## config.mk

```make
export PLATFORM = sky130hd
export DESIGN_NAME = ps2_key_fifo
export DESIGN_NICKNAME = d
export VERILOG_FILES = /design/src/rtl/ps2_key_fifo.sv
export SDC_FILE = /design/constraint.sdc
export NUM_CORES = 1
export LEC_CHECK = 0
export CORE_MARGIN = 5
export CORE_UTILIZATION = 40
export CTS_CLUSTER_SIZE = 24
export DETAILED_ROUTE_END_ITERATION = 8
export GPL_TIMING_DRIVEN = 1
export SYNTH_ARGS = -nofsm -noshare
export SYNTH_HDL_FRONTEND = slang
export SYNTH_SLANG_ARGS = --single-unit
export TNS_END_PERCENT = 10
```

## constraint.sdc

```tcl
create_clock -name clk -period 3.7 [get_ports clk]
set_input_delay 0.555 -clock clk [delete_from_list [all_inputs] [get_ports clk]]
set_output_delay 0.555 -clock clk [all_outputs]
set_load 0.02 [all_outputs]
```

## src/rtl/ps2_key_fifo.sv

```systemverilog
// PS/2 keyboard receiver feeding a first-word-fall-through scan-code FIFO.
// It synchronises the PS/2 lines and decodes 11-bit frames: start, 8 data
// bits LSB first, odd parity, stop. Good bytes go into the FIFO. Bad frames
// and stalled frames raise frame_err. With BREAK_TAG=1, an 0xF0 prefix is
// folded into bit 8 of the byte that follows it.
module ps2_key_fifo #(
    parameter  int DEPTH          = 16,
    parameter  int SYNC_STAGES    = 2,
    parameter  int TIMEOUT_CYCLES = 50000,
    parameter  int BREAK_TAG      = 0,
    localparam int W              = 8 + BREAK_TAG,
    localparam int CW             = $clog2(DEPTH + 1)
) (
    input  logic          clk,
    input  logic          reset,
    input  logic          ps2_clk,
    input  logic          ps2_data,
    input  logic          rd_en,
    output logic [W-1:0]  rd_data,
    output logic          empty,
    output logic          full,
    output logic [CW-1:0] count,
    output logic          frame_err,
    output logic          overflow
);

    localparam int PW = $clog2(DEPTH);
    localparam int TW = $clog2(TIMEOUT_CYCLES + 1);
    localparam logic [CW-1:0] DEPTH_C = CW'(DEPTH);
    localparam logic [TW-1:0] TMO_LAST = TW'(TIMEOUT_CYCLES - 1);

    typedef enum logic [1:0] {IDLE, DATA, PARITY, STOP} state_t;

    logic [SYNC_STAGES-1:0] clk_sync_q, data_sync_q;
    logic                   clk_prev_q;
    logic                   ps2_clk_s, ps2_data_s, fe;

    state_t        state_q, state_d;
    logic [7:0]    shift_q, shift_d;
    logic [2:0]    bitcnt_q, bitcnt_d;
    logic          parity_q, parity_d;
    logic [TW-1:0] tmo_q, tmo_d;
    logic          pending_q, pending_d;
    logic          frame_err_q, frame_err_d;
    logic          overflow_q, overflow_d;

    logic          push, tag, pop, wr_en;
    logic [W-1:0]  push_data;

    logic [W-1:0]  mem_q [DEPTH];
    logic [PW-1:0] wr_ptr_q, wr_ptr_d, rd_ptr_q, rd_ptr_d;
    logic [CW-1:0] count_q, count_d;
    logic [W-1:0]  rd_data_q, rd_data_d;

    assign ps2_clk_s  = clk_sync_q[SYNC_STAGES-1];
    assign ps2_data_s = data_sync_q[SYNC_STAGES-1];
    assign fe         = clk_prev_q & ~ps2_clk_s;

    // Synchronisers and edge-detect history; reset to the idle-high bus level.
    always_ff @(posedge clk or negedge reset) begin
        if (!reset) begin
            clk_sync_q  <= '1;
            data_sync_q <= '1;
            clk_prev_q  <= 1'b1;
        end else begin
            clk_sync_q  <= {clk_sync_q[SYNC_STAGES-2:0], ps2_clk};
            data_sync_q <= {data_sync_q[SYNC_STAGES-2:0], ps2_data};
            clk_prev_q  <= ps2_clk_s;
        end
    end

    // Frame decoder state, timeout counter, break flag and event pulses.
    always_ff @(posedge clk or negedge reset) begin
        if (!reset) begin
            state_q     <= IDLE;
            shift_q     <= '0;
            bitcnt_q    <= '0;
            parity_q    <= 1'b0;
            tmo_q       <= '0;
            pending_q   <= 1'b0;
            frame_err_q <= 1'b0;
            overflow_q  <= 1'b0;
        end else begin
            state_q     <= state_d;
            shift_q     <= shift_d;
            bitcnt_q    <= bitcnt_d;
            parity_q    <= parity_d;
            tmo_q       <= tmo_d;
            pending_q   <= pending_d;
            frame_err_q <= frame_err_d;
            overflow_q  <= overflow_d;
        end
    end

    // Next-state logic for the receiver. A timeout takes priority over a
    // falling edge. Any error drops a pending break prefix.
    always_comb begin
        state_d     = state_q;
        shift_d     = shift_q;
        bitcnt_d    = bitcnt_q;
        parity_d    = parity_q;
        tmo_d       = '0;
        pending_d   = pending_q;
        frame_err_d = 1'b0;
        push        = 1'b0;
        tag         = (BREAK_TAG != 0) && pending_q && (shift_q != 8'hE0);
        push_data   = W'(shift_q) | (W'(tag) << 8);

        if (!fe && state_q != IDLE) begin
            tmo_d = tmo_q + TW'(1);
        end

        if (!fe && state_q != IDLE && tmo_q == TMO_LAST) begin
            state_d     = IDLE;
            tmo_d       = '0;
            frame_err_d = 1'b1;
            pending_d   = 1'b0;
        end else if (fe) begin
            case (state_q)
                IDLE: begin
                    if (!ps2_data_s) begin
                        state_d  = DATA;
                        bitcnt_d = '0;
                    end else begin
                        frame_err_d = 1'b1;
                        pending_d   = 1'b0;
                    end
                end
                DATA: begin
                    shift_d  = {ps2_data_s, shift_q[7:1]};
                    bitcnt_d = bitcnt_q + 3'd1;
                    if (bitcnt_q == 3'd7) begin
                        state_d = PARITY;
                    end
                end
                PARITY: begin
                    parity_d = ps2_data_s;
                    state_d  = STOP;
                end
                STOP: begin
                    state_d = IDLE;
                    if (ps2_data_s && (^{shift_q, parity_q})) begin
                        if (BREAK_TAG != 0 && shift_q == 8'hF0) begin
                            pending_d = 1'b1;
                        end else begin
                            push = 1'b1;
                            if (shift_q != 8'hE0) begin
                                pending_d = 1'b0;
                            end
                        end
                    end else begin
                        frame_err_d = 1'b1;
                        pending_d   = 1'b0;
                    end
                end
                default: state_d = IDLE;
            endcase
        end
    end

    // FIFO bookkeeping: pop first, so a full FIFO accepts a push in the same
    // cycle as a pop. The registered head is refreshed to whatever is at the
    // front afterwards, or holds its value when the FIFO drains.
    always_comb begin
        pop        = rd_en && (count_q != '0);
        wr_en      = push && ((count_q != DEPTH_C) || pop);
        overflow_d = push && (count_q == DEPTH_C) && !pop;
        count_d    = count_q + CW'(wr_en) - CW'(pop);
        wr_ptr_d   = wr_ptr_q + PW'(wr_en);
        rd_ptr_d   = rd_ptr_q + PW'(pop);
        rd_data_d  = rd_data_q;
        if (count_d != '0) begin
            if (count_q == '0 || (count_q == CW'(1) && pop)) begin
                rd_data_d = push_data;
            end else begin
                rd_data_d = mem_q[rd_ptr_d];
            end
        end
    end

    // FIFO control registers.
    always_ff @(posedge clk or negedge reset) begin
        if (!reset) begin
            wr_ptr_q  <= '0;
            rd_ptr_q  <= '0;
            count_q   <= '0;
            rd_data_q <= '0;
        end else begin
            wr_ptr_q  <= wr_ptr_d;
            rd_ptr_q  <= rd_ptr_d;
            count_q   <= count_d;
            rd_data_q <= rd_data_d;
        end
    end

    // FIFO storage; contents are qualified by count, so no reset is needed.
    always_ff @(posedge clk) begin
        if (wr_en) begin
            mem_q[wr_ptr_q] <= push_data;
        end
    end

    assign rd_data   = rd_data_q;
    assign count     = count_q;
    assign empty     = (count_q == '0);
    assign full      = (count_q == DEPTH_C);
    assign frame_err = frame_err_q;
    assign overflow  = overflow_q;

endmodule

```

==> results of run 1 <==
==> how the worst max path moves through the flow <==
stage,start,endpoint,cells after the start
final,push_data[2],rd_data[4],10
after CTS,push_data[0],rd_data[3],11
after global routing,push_data[2],rd_data[6],10
after global placement,push_data[0],rd_data[5],11
after floorplan,push_data[0],rd_data[0],13
after detailed placement,push_data[0],rd_data[4],11
==> layout make-up <==
cell class	instances	area share, %
clock buffers	22	5.22
clock inverters	10	0.730
inverters	8	0.331
multi-input cells	245	26.0
flip-flops and latches	186	58.4
well taps	265	3.65
repair buffers	57	5.65
==> through the flow <==
stage	util, %	cells	setup WS, ps	setup TNS, ps
floorplan	-	456	-24.2	-194
global placement	44.2	760	117	0
detailed placement	44.2	760	25.3	0
CTS	47.0	792	17.3	0
global route	47.1	793	2.86	0
finish	47.1	793	122	0
==> report_power, final <==
part	internal, mW	total, mW	leakage, nW	switching, mW
Sequential	2.65	2.83	1.89	0.179
Combinational	1.52	3.07	1.17	1.55
Clock	0.913	1.66	0.271	0.746
==> cell usage in the layout (no fill, tap or decap), drive strengths merged, types with 16 or more instances in the layout <==
master / count
nor2: 23
dfrtp: 53
buf: 37
mux4: 32
ha: 16
edfxtp: 128
nor3: 19
nand2: 21
clkdlybuf4s50: 20
clkbuf: 22
mux2i: 17
mux2: 27
==> repair_timing <==
item,in CTS,in global routing
endpoints found under the hold margin,0,0
setup endpoints to repair,0,8
hold buffers,0,0
gates resized for setup,0,5
buffers inserted,0,1
==> sequential cells by signal, indices dropped and copies added (netlist names) <==
signal       flops
state_q          2
clk_prev_q       1
push_data        8
clk_sync_q       2
data_sync_q      2
tmo_q           16
wr_ptr_q         4
rd_ptr_q         4
rd_data          8
mem_q          128
overflow         1
parity_q         1
count            5
frame_err        1
bitcnt_q         3
==> cells by family after synthesis <==
kind of cell	Yosys count	share of synthesized area, %
and+or+nand+nor	102	6.55
xor gates and xnor gates	28	3.63
muxes	76	15.5
buffers and inverters	25	1.52
adders and majority gates	17	2.84
AOI/OAI and AO/OA	22	1.65
DFF	186	68.4
==> layer usage <==
metal / global-route usage, % / routed length, um / vias to the layer above
met2: 22.5 / 7180 / 89
met5: 0 / 0 / -
met4: 6.32 / 399 / 0
li1: - / - / 1859
met1: 19.9 / 6610 / 2020
met3: 3.04 / 637 / 20
==> worst register-to-register path, stage by stage, from the launching register on <==
cell and delay (ps):
dfrtp_1 350, xor3_1 450, or3_4 330, mux2_4 300, nand2b_4 150, o21ai_2 110
ha_2 210, fa_2 430, or3_1 370, or3_4 460, mux2_2 300
==> results.cfg, run 1 <==
[timing]
fin_skew_ps = 23.4
fin_crit_sh_pct = 96.7
slew_viol_final = 0
setup_viol = 0
worstMarginPinSlew_ps = 980
fin_crit_ps = 3580
slew_headroom_pct = 34.7
fmax_mhz = 280
holdWs_ps = 272
hold_viol = 0
rsz0062_at_grt = true

[setup_path]
cp-start-kind = register
r2r_cells = 10
r2r_end = rd_data[4]
crit_path_end_kind = register
cpLargestDelayFamily = simple AND/OR/NAND/NOR gates
crit_slowest_cell = or3_4
cp_max_fo = 8
crit_top_cell = or3_4
cp_num_buf_inv = 0
r2r_start = push_data[2]
crit_type = register to register
crit_chain = xor3_1 -> or3_4 -> mux2_4 -> nand2b_4 -> o21ai_2 -> ha_2 -> fa_2 -> or3_1 -> or3_4 -> mux2_2
r2r_slack_ps = 120
critPathArrivalTime_ps = 3890
required_ps = 4010
cpPeakStageDelay_ps = 460

[yosys]
synth_area_leader_cell = edfxtp_1
async_flop_share_pct = 31.2
ys_warn_count = 0
synth_top_area_share_pct = 49.6
synth_area_leaders = edfxtp_1 (50%), dfrtp_1 (17%), mux4_2 (9.3%)
ys_seq_area_share_pct = 68.4
syn_nets = 478
yosysMostFrequentCell = edfxtp_1
synth_edf_count = 128
yosys_most_used_dff = edfxtp_1
yosysUniqueCellTypes = 40
yosys-top-cells-count = edfxtp_1 (128), dfrtp_1 (53), mux4_2 (32), mux2_2 (26), nor2_1 (23)
syn_area_um2 = 7750
ys_seq_elements = 186
syn_area_per_cell_um2 = 17.0
synthCells = 456

[finish]
regArea_um2 = 5310
drive_gt1_share_pct = 27.3
fin_area_um2 = 9080
area_growth_pct = 17.2
n_antenna_cell = 0
fin_nets = 537
nFillCells = 1673
multi_input_area_um2 = 2360

[routing]
antenna_left = 0
dr.pass1.iters = 4
drc = 0
drt-total-wl_um = 14800
via_per_inst = 5.03
wire_per_inst_um = 18.7
via_count = 3988
drtIter0Drc = 278

[floorplan]
design.core.area_um2 = 19300
rows = 51
die_h_um = 149
top_level_ports = 22
dieArea_um2 = 22300
die_x_um = 149
initial_utilization_pct = 40.2

[outcome]
status = completed

[power_and_ir_drop]
p_leak_nw = 3.33
ir_worst_vdd_mv = 0.374
power_mw = 7.56
power_density_nw_per_um2 = 832

[grt]
grt_pass1_vias = 4194
grt_max_degree = 43
overflow = 0
grt_pass1_wl_um = 23900
grt_use_total_pct = 14.5
antenna_found_initial = 0

[placement]
dp_hpwl_um = 9760
numPortBuffers = 21
dpl_cell_area_um2 = 8520
gp_congestion = 0.771

[flow_run]
cap_violations = 0

[worst_hold_path]
hold_path.class = input port to asynchronous set/reset pin

[clock_tree]
h-tree-depth = 4
clkSlewWorstSetupHoldPaths_ps = 70
cts_tree = done
clock-sinks = 186
cts_buffers = 17
ctsRootBufferMaster = clkbuf_16
clock_path_buffers = 2
insertion_delay_ps = 430
Power figures use the tool's default switching activity.
==> inputs of run 2 (changes only) <==
- ABC_AREA: default -> 1
- CORE_MARGIN: 5 -> default
- GPL_TIMING_DRIVEN: 1 -> 0
==> results.cfg, run 2 <==
[outcome]
status = completed

[clock_tree]
clkSlewWorstSetupHoldPaths_ps = 70
ctsRootBufferMaster = clkbuf_16
insertion_delay_ps = 430
h-tree-depth = 4
cts_buffers = 17
clock_path_buffers = 2
clock-sinks = 186
cts_tree = done

[yosys]
yosys-top-cells-count = nor2_1 (148), edfxtp_1 (128), nand2_1 (96), o21ai_0 (87), dfrtp_1 (53)
yosysUniqueCellTypes = 40
ys_warn_count = 0
synthCells = 750
yosys_most_used_dff = edfxtp_1
ys_seq_area_share_pct = 64.8
synth_area_leaders = edfxtp_1 (47%), dfrtp_1 (16%), nor2_1 (6.8%)
async_flop_share_pct = 31.2
yosysMostFrequentCell = nor2_1
syn_nets = 772
syn_area_per_cell_um2 = 10.9
synth_top_area_share_pct = 47.0
synth_area_leader_cell = edfxtp_1
syn_area_um2 = 8180
ys_seq_elements = 186
synth_edf_count = 128

[power_and_ir_drop]
ir_worst_vdd_mv = 0.434
power_density_nw_per_um2 = 856
p_leak_nw = 3.58

[grt]
grt_pass1_wl_um = 28300
overflow = 0
grt_pass1_vias = 5271
antenna_found_initial = 1
grt_use_total_pct = 17.8
grt_max_degree = 33

[routing]
drc = 0
antenna_left = 0
wire_per_inst_um = 17.3
via_per_inst = 5.03
drtIter0Drc = 331
dr.pass1.iters = 6
drt-total-wl_um = 18500
via_count = 5400

[finish]
fin_area_um2 = 9380
final_cell_mix = nor2_1 (148), edfxtp_1 (128), nand2_1 (96)
area_growth_pct = 14.7
multi_input_area_um2 = 2550
drive_gt1_share_pct = 13.2
regArea_um2 = 5320
top_register = mem_q
nFillCells = 1855
fin_nets = 817
reg_top3 = mem_q (128), tmo_q (16)
largest_reg_flops = 128
layout_commonest_cell = nor2_1
n_antenna_cell = 0

[placement]
numPortBuffers = 21
gp_congestion = 0.853
dpl_cell_area_um2 = 8740
dp_hpwl_um = 12200

[floorplan]
die_x_um = 145
dieArea_um2 = 21000
die_h_um = 145
design.core.area_um2 = 19800
initial_utilization_pct = 41.3
top_level_ports = 22
rows = 51

[timing]
slew_headroom_pct = 49.0
final.setup.tns_ps = 0
fin_crit_sh_pct = 91.1
fin_crit_ps = 3370
holdWs_ps = 139
worstMarginPinSlew_ps = 762
slew_viol_final = 0
fin_skew_ps = 9.20
setup_viol = 0
fmax_mhz = 297
hold_viol = 0

[setup_path]
r2r_cells = 20
r2r_slack_ps = 330
required_ps = 4030
crit_type = register to register
critPathArrivalTime_ps = 3700
critPathLaunch = push_data[2]
cp-start-kind = register
r2r_end = rd_data[5]
cp_max_fo = 20
crit_path_end_kind = register
r2r_start = push_data[2]

[flow_run]
cap_violations = 0

[worst_hold_path]
hold_path.class = input port to asynchronous set/reset pin
run 2: cell types whose count changed in the layout (fill, tap and decap cells not counted), moves of 30 or more:
cell and change:
buf_4 -30, inv_1 +41, mux4_2 -32, nand2_1 +76, nor2_1 +125, o211ai_1 +32
o21ai_0 +77
run 2: worst max path at each step:
stage | endpoint | slack, ps | depth (start not counted)
after floorplan | rd_data[5] | 270 | 17
after global placement | rd_data[5] | -90 | 21
after detailed placement | rd_data[5] | -160 | 21
after CTS | rd_data[5] | 80 | 20
after global routing | rd_data[6] | -2 | 22
final | rd_data[5] | 330 | 20
run 2: kinds of logic after synthesis:
kind of cell	after synthesis	synth area share [%]
compound gates	142	9.76
buf+inv	82	4.15
flops	186	64.8
xor+xnor	12	1.74
simple gates	311	16.8
fa+ha+maj	17	2.69
run 2: worst max-delay path: stages (launching register included):
cell     delay, ps
dfrtp_2        590
xnor2_2        270
inv_1           80
nand3_2         80
nand2_1         70
nand2_2         70
nand3_4         90
nor2_8         160
inv_2           60
nand2_1        120
nand2_1         80
ha_1           210
fa_1           410
xor2_1         200
nor3_1         140
nand2_1        110
nor2_4         210
buf_6          170
nor2_2          30
nand2_1         60
nand2_1         50
run 2: per-layer routing:
metal	GRT usage [%]	up-vias	part of all wire, %
met5	0	-	0
met4	6.17	0	1.4
met3	3.87	14	6.5
met2	28.1	103	48
met1	24.3	2619	44
li1	-	2664	-
run 2: where the power goes:
group / switching, mW / internal, mW / total [mW]
clock: 0.846 / 0.954 / 1.80
combinational: 2.15 / 1.11 / 3.26
sequential: 0.354 / 2.63 / 2.98
total: 3.35 / 4.69 / 8.04
run 2: area by class of cell:
cell class / instances / area share, %
sequential: 186 / 56.7
clock buffer: 17 / 4.53
timing repair buffer: 26 / 2.84
tap: 265 / 3.53
inverter: 56 / 2.24
buffer: 26 / 1.37
multi-input combinational: 482 / 27.1
clock inverter: 15 / 1.64
run 2: through the flow:
stage,total power [mW],std cells,util (%),worst slack (ps)
after floorplan,5.04,750,-,272
after global placement,6.18,1036,44.1,-93.4
after detailed placement,6.22,1037,44.2,-157
after CTS,8.01,1069,47.1,75.4
after global routing,8.57,1073,47.4,-1.76
final,8.04,1073,47.4,330
run 2: timing repair:
action                                  CTS  global route
endpoints found under the setup margin    8             8
hold buffers                              0             0
gates resized for setup                   6             7
buffers inserted                          0             4
